==> config.mk <==
export PLATFORM = sky130hd
export DESIGN_NAME = mem_port_arbiter
export DESIGN_NICKNAME = d
export VERILOG_FILES = /design/src/rtl/mem_port_arbiter.sv
export SDC_FILE = /design/constraint.sdc
export NUM_CORES = 1
export LEC_CHECK = 0
export CAP_MARGIN = 10
export CORE_MARGIN = 2
export CORE_UTILIZATION = 41
export CTS_CLUSTER_DIAMETER = 120
export DETAILED_ROUTE_END_ITERATION = 16
export PLACE_DENSITY = 0.84
export SETUP_SLACK_MARGIN = 0.1
export SLEW_MARGIN = 20
export SYNTH_ARGS = -nofsm -noshare
export SYNTH_HDL_FRONTEND = slang
export SYNTH_SLANG_ARGS = --single-unit
==> constraint.sdc <==
create_clock -name clk -period 5.6 [get_ports clk]
set_input_delay 0.56 -clock clk [delete_from_list [all_inputs] [get_ports clk]]
set_output_delay 0.56 -clock clk [all_outputs]
set_load 0.01 [all_outputs]
==> src/rtl/mem_port_arbiter.sv <==
// Purpose : serialises fetch (read-only) and load/store accesses onto one single-ported memory.
// Latency : request sampled at edge N -> ack during cycle after edge N+MEM_LAT+1 (MEM_LAT+2 cycles);
//           one access per MEM_LAT+3 cycles back-to-back.
// Backpressure: requests are level req/ack; a requester stalls on req && !ack, nothing is queued here.
//
// Ports:
//   clk, reset                - rising-edge clock, asynchronous active-high reset
//   i_req/i_addr/i_ack/i_rdata - fetch port (read only)
//   d_req/d_we/d_addr/d_wdata/d_ack/d_rdata - load/store port
//   busy                      - high while an access is in progress
//   mem_en/mem_we/mem_addr/mem_wdata/mem_rdata - memory macro interface
//
// Build option: define ARB_ROUND_ROBIN_EN to alternate grants when both ports
// request together; otherwise the data port always wins a tie.

module mem_port_arbiter #(
   parameter int XLEN    = 32,
   parameter int MEM_LAT = 2,
   parameter int CNT_W   = 4
) (
   input  logic            clk,
   input  logic            reset,
   input  logic            i_req,
   input  logic [XLEN-1:0] i_addr,
   output logic            i_ack,
   output logic [XLEN-1:0] i_rdata,
   input  logic            d_req,
   input  logic            d_we,
   input  logic [XLEN-1:0] d_addr,
   input  logic [XLEN-1:0] d_wdata,
   output logic            d_ack,
   output logic [XLEN-1:0] d_rdata,
   output logic            busy,
   output logic            mem_en,
   output logic            mem_we,
   output logic [XLEN-1:0] mem_addr,
   output logic [XLEN-1:0] mem_wdata,
   input  logic [XLEN-1:0] mem_rdata
);

   typedef enum logic [1:0] {
      S_IDLE = 2'd0,
      S_WAIT = 2'd1,
      S_DONE = 2'd2
   } state_t;

   localparam logic [CNT_W-1:0] LP_LAT = CNT_W'(MEM_LAT);

   state_t            r_state;
   logic [CNT_W-1:0]  r_cnt;
   logic              r_owner_d;    // 1 = data port owns the current access
   logic              r_i_ack;
   logic              r_d_ack;
   logic [XLEN-1:0]   r_i_rdata;
   logic [XLEN-1:0]   r_d_rdata;
   logic              r_busy;
   logic              r_mem_en;
   logic              r_mem_we;
   logic [XLEN-1:0]   r_mem_addr;
   logic [XLEN-1:0]   r_mem_wdata;

   logic              w_any_req;
   logic              w_grant_d;

   assign w_any_req = i_req | d_req;

`ifdef ARB_ROUND_ROBIN_EN
   logic r_rr_last_d;               // 1 = last grant went to the data port

   // On a tie, hand the grant to whoever did not win last time.
   assign w_grant_d = d_req & (~i_req | ~r_rr_last_d);
`else
   // Data port wins ties: the older instruction in MEM must never wait on fetch.
   assign w_grant_d = d_req;
`endif

   always_ff @(posedge clk or posedge reset) begin
      if (reset) begin
         r_state     <= S_IDLE;
         r_cnt       <= '0;
         r_owner_d   <= 1'b1;
         r_i_ack     <= 1'b0;
         r_d_ack     <= 1'b0;
         r_i_rdata   <= '0;
         r_d_rdata   <= '0;
         r_busy      <= 1'b0;
         r_mem_en    <= 1'b0;
         r_mem_we    <= 1'b0;
         r_mem_addr  <= '0;
         r_mem_wdata <= '0;
`ifdef ARB_ROUND_ROBIN_EN
         r_rr_last_d <= 1'b0;
`endif
      end else begin
         case (r_state)
            S_IDLE: begin
               if (w_any_req) begin
                  // Everything the memory needs is captured here; requester
                  // changes after this edge have no effect on this access.
                  r_owner_d   <= w_grant_d;
                  r_mem_addr  <= w_grant_d ? d_addr : i_addr;
                  r_mem_we    <= w_grant_d & d_we;
                  r_mem_wdata <= w_grant_d ? d_wdata : '0;
                  r_mem_en    <= 1'b1;
                  r_cnt       <= LP_LAT;
                  r_busy      <= 1'b1;
                  r_state     <= S_WAIT;
`ifdef ARB_ROUND_ROBIN_EN
                  r_rr_last_d <= w_grant_d;
`endif
               end
            end
            S_WAIT: begin
               r_mem_en <= 1'b0;
               if (r_cnt == '0) begin
                  // Stores complete with the same timing but leave read data alone.
                  if (r_owner_d) begin
                     r_d_ack <= 1'b1;
                     if (!r_mem_we) begin
                        r_d_rdata <= mem_rdata;
                     end
                  end else begin
                     r_i_ack   <= 1'b1;
                     r_i_rdata <= mem_rdata;
                  end
                  r_state <= S_DONE;
               end else begin
                  r_cnt <= r_cnt - CNT_W'(1);
               end
            end
            S_DONE: begin
               // Requests are deliberately not sampled here so the requester
               // has this cycle to drop or refresh its req after seeing ack.
               r_i_ack <= 1'b0;
               r_d_ack <= 1'b0;
               r_busy  <= 1'b0;
               r_state <= S_IDLE;
            end
            default: begin
               r_i_ack  <= 1'b0;
               r_d_ack  <= 1'b0;
               r_busy   <= 1'b0;
               r_mem_en <= 1'b0;
               r_state  <= S_IDLE;
            end
         endcase
      end
   end

   assign i_ack     = r_i_ack;
   assign d_ack     = r_d_ack;
   assign i_rdata   = r_i_rdata;
   assign d_rdata   = r_d_rdata;
   assign busy      = r_busy;
   assign mem_en    = r_mem_en;
   assign mem_we    = r_mem_we;
   assign mem_addr  = r_mem_addr;
   assign mem_wdata = r_mem_wdata;

endmodule

==> results.toml <==
[status]
status = "completed"

[route]
ant_nets = 0
via_count = 4319
drc = 0
wl_per_cell_um = 17.8
routed_wirelength_um = 15200
drtIter0Drc = 216
dr.pass1.iters = 5
viasPerCell = 5.08

[floorplanning]
initial_utilization_pct = 41.5
core_sq_um = 13800
ios = 266
rows = 43
fp.dieW_um = 122
die_h_um = 122
dieArea_sq_um = 14900

[sta]
min_period_over_period_pct = 42.4
post-route-min-period_ns = 2.37
relSlewSlack_pct = 31.1
worstMarginPinSlew_ns = 1.03
fmax_ghz = 0.422
setup_viol = 0
fin_tns_setup_ns = 0
finalClockSkew_ns = 0.00529
hold_viol_final = 0
fin_ws_ns = 3.23
slew_violations = 0
grt_setup_unrepaired = "no"

[synthesis]
synth_seq_cells = 140
synth.distinct_cells = 31
synth_warnings = 0
avgSynthCellArea_sq_um = 14.2
synth_seq_area_share_pct = 61.3
synth_fp_nets = 537
yosys.area.top_type = "dfrtp_1"
syn_area_sq_um = 5720
synthCells = 402
synth_top_cell_area_share_pct = 60.8
synth.area.top_cells = "dfrtp_1 (61%), mux2_4 (7.9%), mux2_2 (6.7%)"

[critical_path]
path_delay_family = "simple AND/OR/NAND/NOR gates"
path_cells = "inv_1 -> ha_1 -> or2b_2 -> or3_2 -> mux2_2"
reg2reg_to = "i_rdata[22]$_DFFE_PP0P_"
cp_slowest_cell = "or3_2"
worst_r2r_path_depth = 5
crit_arrival_ns = 2.66
critical_path_class = "flop to flop"
regToRegSetupSlack_ns = 3.23
cp_slowest_stage_delay_ns = 0.84
worstPathRequired_ns = 5.89
reg2reg_from = "r_cnt[0]$_DFFE_PP0P_"
path_buf_inv = 1
crit_end = "i_rdata[22]$_DFFE_PP0P_"
end_kind = "flop"
path_max_fanout = 33
cp.depth = 5
worstSetupStartpointType = "flop"
crit_start = "r_cnt[0]$_DFFE_PP0P_"

[cells_and_area]
num_antenna_cells = 0
syn_to_final_growth_pct = 57.9
finalNetCount = 793
drive_gt1_share_pct = 16.2

[pwr]
pwr-share-comb_pct = 43.2
power_switching_w = 0.00158
netSwitchingFraction_pct = 30.9
clkPwrFrac_pct = 21.6
ir_worst_vdd_v = 0.000265
pwr-share-seq_pct = 35.2
power.internal_w = 0.00354
leakage_nw = 3.98
power.density_nw_per_um2 = 567

[cts]
post_cts_buffers = 0
path_clk_slew_ns = 0.06
cts-resized-gates = 0
cts_root_buffer = "clkbuf_16"
clock_path_buffers = 2
clk_latency_ns = 0.41
ctsHoldBuffers = 0
cts_tree = "built"
clock_sinks = 140
htree_levels = 4
numCtsBuffers = 17

[global_route]
antenna_found_initial = 0
grt_max_degree = 92
grt.total_usage_pct = 20.7
grt.overflow.total = 0
grt_pass1_wl_um = 23500
grt_pass1_vias = 4564

[placement]
gp_congestion = 0.732
place_ws_ns = 2.83
io_buffers = 265
hpwlAfterDp_um = 10700

[job]
drv_cap = 0

[worst_hold_path]
hold_path.class = "flop to flop"
-- worst register-to-register path: stages (launching register included) --
cell	delay, ns
dfrtp_1	0.40
inv_1	0.09
ha_1	0.15
or2b_2	0.34
or3_2	0.84
mux2_2	0.43
-- synthesized netlist by cell type --
master    instances
dfrtp_1         139
o21ai_0          70
a22o_1           34
mux2_2           34
mux2i_1          34
mux2_4           30
clkbuf_1         19
inv_1             7
buf_6             4
buf_1             3
buf_12            3
nor2_1            3
ha_1              2
nand2_1           2
or2_2             2
a21boi_0          1
a21o_1            1
a31oi_1           1
and2_1            1
and2b_2           1
and4b_1           1
buf_2             1
dfstp_2           1
nor3_1            1
o211a_1           1
o21a_1            1
o21ai_1           1
or2b_2            1
or3_2             1
or3b_4            1
or4b_4            1
-- cell type report --
type                            instances  area, sq um
Clock inverter                         10          114
Timing Repair Buffer                  267         2660
Inverter                                7         31.3
Tap cell                              180          225
Clock buffer                           22          474
Fill cell                            1017         4750
Sequential cell                       140         3500
Multi-Input combinational cell        225         2010
-- metrics by stage --
stage	utilization, %	area [sq um]	cells	total power, W	hold slack [ns]
5_1_grt	65.5	9020	851	0.00541	0.510
3_5_place_dp	61.2	8430	819	0.00404	0.483
2_1_floorplan	-	5720	402	0.00279	0.462
3_3_place_gp	61.2	8430	819	0.00394	0.484
4_1_cts	65.5	9020	851	0.00517	0.505
6_report	65.5	9020	851	0.00512	0.501
-- sequential cells by signal (all words and copies together) (netlist names), 2 cells and up --
| signal | flops |
|---|---|
| i_rdata | 32 |
| r_state | 2 |
| mem_addr | 32 |
| d_rdata | 32 |
| r_cnt | 4 |
| mem_wdata | 32 |
-- per-layer routing --
metal	vias up	track usage, %	part of all wire (%)
li1	1966	-	-
met1	2105	24.7	40
met2	211	34.0	50
met3	37	6.65	7.8
met4	0	9.63	2.6
met5	-	0	0
-- power by group through the flow --
stage / clock [W] / combinational [W] / sequential (W)
floorplan: 0 / 0.000821 / 0.00197
CTS: 0.00113 / 0.00224 / 0.00180
finish: 0.00111 / 0.00221 / 0.00180
global route: 0.00118 / 0.00238 / 0.00185
detailed placement: 0 / 0.00224 / 0.00180
global placement: 0 / 0.00217 / 0.00177
-- cells in the final DEF (no fill, tap or decap), drive strengths merged, types with 3 or more instances in the layout --
cell type | Yosys | final
clkdlybuf4s50 | 0 | 264
dfrtp | 139 | 139
o21ai | 71 | 71
mux2 | 64 | 64
a22o | 34 | 34
mux2i | 34 | 34
clkbuf | 19 | 22
inv | 7 | 8
clkinvlp | 0 | 4
clkinv | 0 | 3
nor2 | 3 | 3
buf | 11 | 3
-- logic make-up (layout without fill, tap and decap cells) --
kind of cell,Yosys count,after routing,synth area share [%]
flops,140,140,61.3
compound gates,110,110,12.1
fa+ha+maj,2,2,0.438
simple gates,15,15,1.79
mux,98,98,20.5
buf+inv,37,306,3.83
-- how the worst min path moves through the flow --
stage                                    startpoint  cells after the start  slack [ns]                         to
after CTS                   i_rdata[11]$_DFFE_PP0P_                      1        0.50    i_rdata[11]$_DFFE_PP0P_
after floorplan                r_cnt[0]$_DFFE_PP0P_                      1        0.46       r_cnt[0]$_DFFE_PP0P_
after detailed placement  mem_wdata[18]$_DFFE_PP0P_                      1        0.48  mem_wdata[18]$_DFFE_PP0P_
after global placement    mem_wdata[10]$_DFFE_PP0P_                      1        0.48  mem_wdata[10]$_DFFE_PP0P_
after global routing        i_rdata[11]$_DFFE_PP0P_                      1        0.51    i_rdata[11]$_DFFE_PP0P_
final                        i_rdata[0]$_DFFE_PP0P_                      1        0.50     i_rdata[0]$_DFFE_PP0P_
No activity file was read; power rests on OpenSTA's default activity.
